==> src/rtl/avgpool_ctrl.sv <==
// 2x2 average-pooling sequencer: fetches each window from a 1-cycle-latency buffer and streams the
// AvgUnit result. Each window takes 6 cycles when out_ready is high, and the result is held while out_ready is low.
module avgpool_ctrl #(
  parameter int IN_H       = 4,
  parameter int IN_W       = 4,
  parameter int DATA_WIDTH = 16,
  parameter int ADDR_WIDTH = 10
) (
  input  logic                  clk,
  input  logic                  reset,
  input  logic                  start,
  output logic                  busy,
  output logic                  done,
  output logic                  rd_en,
  output logic [ADDR_WIDTH-1:0] rd_addr,
  input  logic [DATA_WIDTH-1:0] rd_data,
  output logic [DATA_WIDTH-1:0] numA,
  output logic [DATA_WIDTH-1:0] numB,
  output logic [DATA_WIDTH-1:0] numC,
  output logic [DATA_WIDTH-1:0] numD,
  input  logic [DATA_WIDTH-1:0] avg_in,
  output logic                  out_valid,
  input  logic                  out_ready,
  output logic [DATA_WIDTH-1:0] out_data,
  output logic [ADDR_WIDTH-1:0] out_addr
);

  localparam logic [ADDR_WIDTH-1:0] ROW_W   = ADDR_WIDTH'(IN_W);
  localparam logic [ADDR_WIDTH-1:0] OUT_W   = ADDR_WIDTH'(IN_W / 2);
  localparam logic [ADDR_WIDTH-1:0] LAST_OX = ADDR_WIDTH'(IN_W / 2 - 1);
  localparam logic [ADDR_WIDTH-1:0] LAST_OY = ADDR_WIDTH'(IN_H / 2 - 1);

  typedef enum logic [2:0] {S_IDLE, S_FETCH, S_LAST, S_EMIT, S_DONE} state_t;

  state_t                  state, next_state;
  logic [1:0]              k;
  logic [ADDR_WIDTH-1:0]   oy, ox;
  logic [ADDR_WIDTH-1:0]   base, offs;
  logic                    last_win;

  assign base     = (oy * ROW_W + ox) << 1;
  assign last_win = (oy == LAST_OY) && (ox == LAST_OX);
  assign out_data = avg_in;

  always_comb begin
    offs = '0;
    case (k)
      2'd0:    offs = '0;
      2'd1:    offs = ADDR_WIDTH'(1);
      2'd2:    offs = ROW_W;
      default: offs = ROW_W + ADDR_WIDTH'(1);
    endcase
  end

  always_ff @(posedge clk or posedge reset) begin
    if (reset) state <= S_IDLE;
    else       state <= next_state;
  end

  always_comb begin
    next_state = state;
    case (state)
      S_IDLE:  if (start) next_state = S_FETCH;
      S_FETCH: if (k == 2'd3) next_state = S_LAST;
      S_LAST:  next_state = S_EMIT;
      S_EMIT:  if (out_ready) next_state = last_win ? S_DONE : S_FETCH;
      S_DONE:  next_state = S_IDLE;
      default: next_state = S_IDLE;
    endcase
  end

  always_comb begin
    busy      = (state == S_FETCH) || (state == S_LAST) || (state == S_EMIT);
    done      = (state == S_DONE);
    rd_en     = (state == S_FETCH);
    rd_addr   = rd_en ? base + offs : '0;
    out_valid = (state == S_EMIT);
    out_addr  = oy * OUT_W + ox;
  end

  // Read data lags its issue by one cycle, so word k-1 is captured while issuing word k.
  always_ff @(posedge clk or posedge reset) begin
    if (reset) begin
      k    <= '0;
      oy   <= '0;
      ox   <= '0;
      numA <= '0;
      numB <= '0;
      numC <= '0;
      numD <= '0;
    end else begin
      case (state)
        S_IDLE: if (start) begin
          k  <= '0;
          oy <= '0;
          ox <= '0;
        end
        S_FETCH: begin
          k <= k + 2'd1;
          case (k)
            2'd1:    numA <= rd_data;
            2'd2:    numB <= rd_data;
            2'd3:    numC <= rd_data;
            default: ;
          endcase
        end
        S_LAST: numD <= rd_data;
        S_EMIT: if (out_ready && !last_win) begin
          if (ox == LAST_OX) begin
            ox <= '0;
            oy <= oy + ADDR_WIDTH'(1);
          end else begin
            ox <= ox + ADDR_WIDTH'(1);
          end
        end
        default: ;
      endcase
    end
  end

endmodule

==> config.mk <==
export PLATFORM = sky130hd
export DESIGN_NAME = avgpool_ctrl
export DESIGN_NICKNAME = d
export VERILOG_FILES = /design/src/rtl/avgpool_ctrl.sv
export SDC_FILE = /design/constraint.sdc
export NUM_CORES = 1
export LEC_CHECK = 0
export CORE_MARGIN = 3
export CORE_UTILIZATION = 40
export CTS_CLUSTER_SIZE = 40
export DETAILED_ROUTE_END_ITERATION = 7
export DONT_BUFFER_PORTS = 1
export GPL_TIMING_DRIVEN = 0
export SYNTH_ARGS = -nofsm -noshare
export SYNTH_HDL_FRONTEND = slang
export SYNTH_SLANG_ARGS = --single-unit
==> constraint.sdc <==
create_clock -name clk -period 7.91 [get_ports clk]
set_input_delay 1.1865 -clock clk [delete_from_list [all_inputs] [get_ports clk]]
set_output_delay 1.1865 -clock clk [all_outputs]
set_load 0.02 [all_outputs]
==> reports/qor.yml, run 1 <==
floorplan:
  die_w_um: 115
  io-pin-count: 140
  die_h_um: 115
  die_area_mm2: 0.0131
  initial_core_util: 0.411
  rows: 39
  core_area_mm2: 0.0115
yosys:
  synth_xor_area_frac: 0.0464
  synth_top_family_by_area: "multiplexers"
  ys_ff_latch: 89
  synth_area_leaders: "dfrtp_1 47%, mux2_2 15%, ha_1 6.1%"
  ys.flop_type: "dfrtp_1"
  synth-async-reset-ratio: 1.00
  yosysWarnings: 0
  netlist_instances: 410
  synth-edff-count: 0
  syn_area_per_cell_um2: 11.5
  synth-simple-area-share: 0.133
  synth_top_area_cell: "dfrtp_1"
  synth_area_mm2: 0.00472
  synth_mux_area_frac: 0.155
  ys_types: 55
  syn_nets: 471
  synthAdderAreaFrac: 0.0695
  synth_top_cell_area_share: 0.472
  synth_seq_area_share: 0.472
  synth_compound_area_frac: 0.0745
worst_setup_path:
  critPathCaptureType: "primary output"
  cp-start-kind: "register"
  crit_required_ps: 6720
  cp_max_fo: 9
  cp.arrival_ps: 2970
  path_class: "register to primary output"
pwr:
  combPwrFrac: 0.287
  p_sw_frac: 0.411
  p_int_mw: 1.22
  p_switching_mw: 0.848
  p_per_area_mw_per_mm2: 394
  p_leak_nw: 2.30
  p_clk_frac: 0.219
  p_seq_frac: 0.494
  finalPower_mw: 2.06
  ir_drop_mv: 0.218
sta:
  rsz0062_at_grt: "no"
  fmax_mhz: 241
  hold_viol: 0
  tns_ps: 0
  finalSetupViolCount: 0
  period_share: 0.525
  clock_skew_ps: 7.80
  worstMarginPinSlew_ps: 1240
  max_slew_margin: 0.170
  slew_viol_final: 0
  fin_crit_ps: 4150
detailed_routing:
  top_layer: "met4"
  drcViolationCount: 0
  first_pass_iters: 4
  avgViaCountPerCell: 5.54
  wl_per_cell_um: 18.2
  wl_met3_um: 1120
  ant_nets: 0
  wl_met2_um: 4940
  drtIter0Drc: 84
  wirelength_um: 10400
  wl_met1_um: 4210
  num_vias: 3153
clocking:
  cts_tree: "yes"
  cts_htree_levels: 3
  cts_setup_buffers: 0
  ctsResizeCount: 0
  clkTransAtPathRegs_ps: 60
  max-clock-path-buffers: 2
  clock_sinks: 89
  holdBufCountCts: 0
  cts_buffers: 9
  cts_root_buf: "clkbuf_16"
  clock_latency_ps: 330
cells_and_area:
  final_cell_count_no_fill: 569
  drive_above_1_share: 0.275
  diodes: 0
  area_delta_synth_final_pct: 11.2
  nets: 483
  post-route-util: 0.457
  finalInstanceArea_mm2: 0.00524
placed_design:
  place_hpwl_um: 7670
  gp_congestion: 0.843
  dp_cells: 554
  place_area_mm2: 0.00493
  numPortBuffers: 0
global_route:
  grt_overflow_total: 0
  grt_max_degree: 47
  antenna_found_initial: 0
  first_global_vias: 3419
  grt_pass1_wl_um: 16800
  grt_use_total: 0.160
status:
  outcome: "finished clean"
job:
  maxCapViolCount: 0
worst_hold_path:
  worstHoldPathType: "register to register"
==> stage by stage <==
step                      setup slack [ps]  hold slack (ps)
final                                 3760              565
after global routing                  3580              609
after CTS                             3720              570
after detailed placement              4100              561
after global placement                3460              541
after floorplan                       4410              515
==> final cells by class <==
cell class,count,area [µm²]
well taps,143,179
multi-input cells,281,2260
clock inverters,6,92.6
clock buffers,9,225
inverters,10,40.0
flip-flops and latches,89,2230
plain buffers,30,196
repair buffers,1,27.5
fillers,1045,6220
==> worst max-delay path, cell delays in order, from the launching register on <==
cell,delay [ps]
dfrtp_1,550
ha_1,240
inv_1,60
fa_1,400
nor2b_1,220
o22ai_1,140
xnor2_1,330
and3b_1,240
mux2i_1,450
==> routing by layer <==
layer / global-route usage / up-vias
met1: 0.190 / 1542
li1: - / 1479
met5: 0 / -
met4: 0.0483 / 0
met3: 0.0708 / 10
met2: 0.262 / 122
==> flip-flops by register name, summed over array words and instances, names as in the netlist <==
| register | cells |
|---|---|
| ox | 10 |
| numA | 16 |
| numC | 16 |
| state | 3 |
| k | 2 |
| oy | 10 |
| numD | 16 |
| numB | 16 |
==> power by group through the flow <==
stage | Clock [mW] | Combinational [mW] | Sequential, mW
floorplan | 0 | 0.502 | 0.967
global placement | 0 | 0.586 | 1.03
detailed placement | 0 | 0.604 | 1.03
CTS | 0.466 | 0.604 | 1.03
global route | 0.483 | 0.654 | 1.05
finish | 0.452 | 0.592 | 1.02
==> Yosys cell counts, drive strengths merged (2+ instances only) <==
library cell	instances
xnor2	15
o31ai	5
dfrtp	89
a21o	3
and2	8
a31o	3
xor2	10
or3	3
and4	2
nand4	9
o41ai	2
nand2	14
nand3	8
nor3b	3
or4	3
a211oi	4
nor2b	5
a21oi	10
ha	23
clkbuf	7
buf	23
inv	10
nand3b	2
o22ai	2
nor3	8
or3b	2
nor4	6
fa	2
o21ai	11
mux2	64
nor2	31
and3	3
or2	4
==> worst paths after layout <==
path | start | cells after the start | slack (ps) | end
setup / recovery | ox[2] | 8 | 3760 | rd_addr[9]
hold / removal | k[0] | 1 | 570 | k[0]
setup reg to reg | state[1] | 7 | 5090 | numC[1]
hold reg to reg | k[0] | 1 | 570 | k[0]
max in group asynchronous | reset | 2 | 6500 | numC[14]
min in group asynchronous | reset | 1 | 790 | numA[3]
==> placed cells by master, fill, tap and decap left out, types with 2 or more instances in the layout <==
| master | instances |
|---|---|
| a211oi_1 | 4 |
| a21o_1 | 2 |
| nand2_1 | 14 |
| or4_1 | 3 |
| inv_1 | 9 |
| nor3_1 | 7 |
| nand3b_1 | 2 |
| xnor2_1 | 15 |
| clkbuf_1 | 7 |
| nand3_1 | 8 |
| nor4_1 | 6 |
| clkbuf_16 | 9 |
| dfrtp_1 | 89 |
| mux2_2 | 64 |
| and4_1 | 2 |
| nor3b_1 | 3 |
| o21ai_0 | 11 |
| nor2b_1 | 5 |
| nand4_1 | 9 |
| and2_1 | 8 |
| or2_2 | 4 |
| fa_1 | 2 |
| o31ai_1 | 5 |
| a31o_2 | 3 |
| buf_2 | 4 |
| and3_1 | 3 |
| o22ai_1 | 2 |
| xor2_1 | 10 |
| o41ai_1 | 2 |
| nor2_1 | 31 |
| buf_4 | 17 |
| a21oi_1 | 10 |
| or3_1 | 2 |
| buf_6 | 2 |
| bufinv_16 | 2 |
| ha_1 | 23 |
==> cells by family (layout without fill, tap and decap cells) <==
kind of cell / Yosys count / count (layout)
mux: 65 / 65
xor+xnor: 25 / 25
fa+ha+maj: 25 / 25
simple gates: 115 / 115
flops: 89 / 89
compound gates: 51 / 51
buf+inv: 40 / 56
Power figures use the tool's default switching activity.
==> run 2: changes to the inputs <==
- clock period: 7.91 -> 3.92 ns (I/O delays scaled with it)
==> results of run 2 <==
The final DEF is identical to that of run 1. Status: finished clean.
Main changes from that run: setup slack after placement 4100 ps -> 711 ps; setup slack after layout 3760 ps -> 366 ps; hold slack 565 ps -> 189 ps; register-to-register setup slack 5090 ps -> 1100 ps; total power 2.06 mW -> 4.16 mW; worst IR drop on VDD 0.218 mV -> 0.441 mV
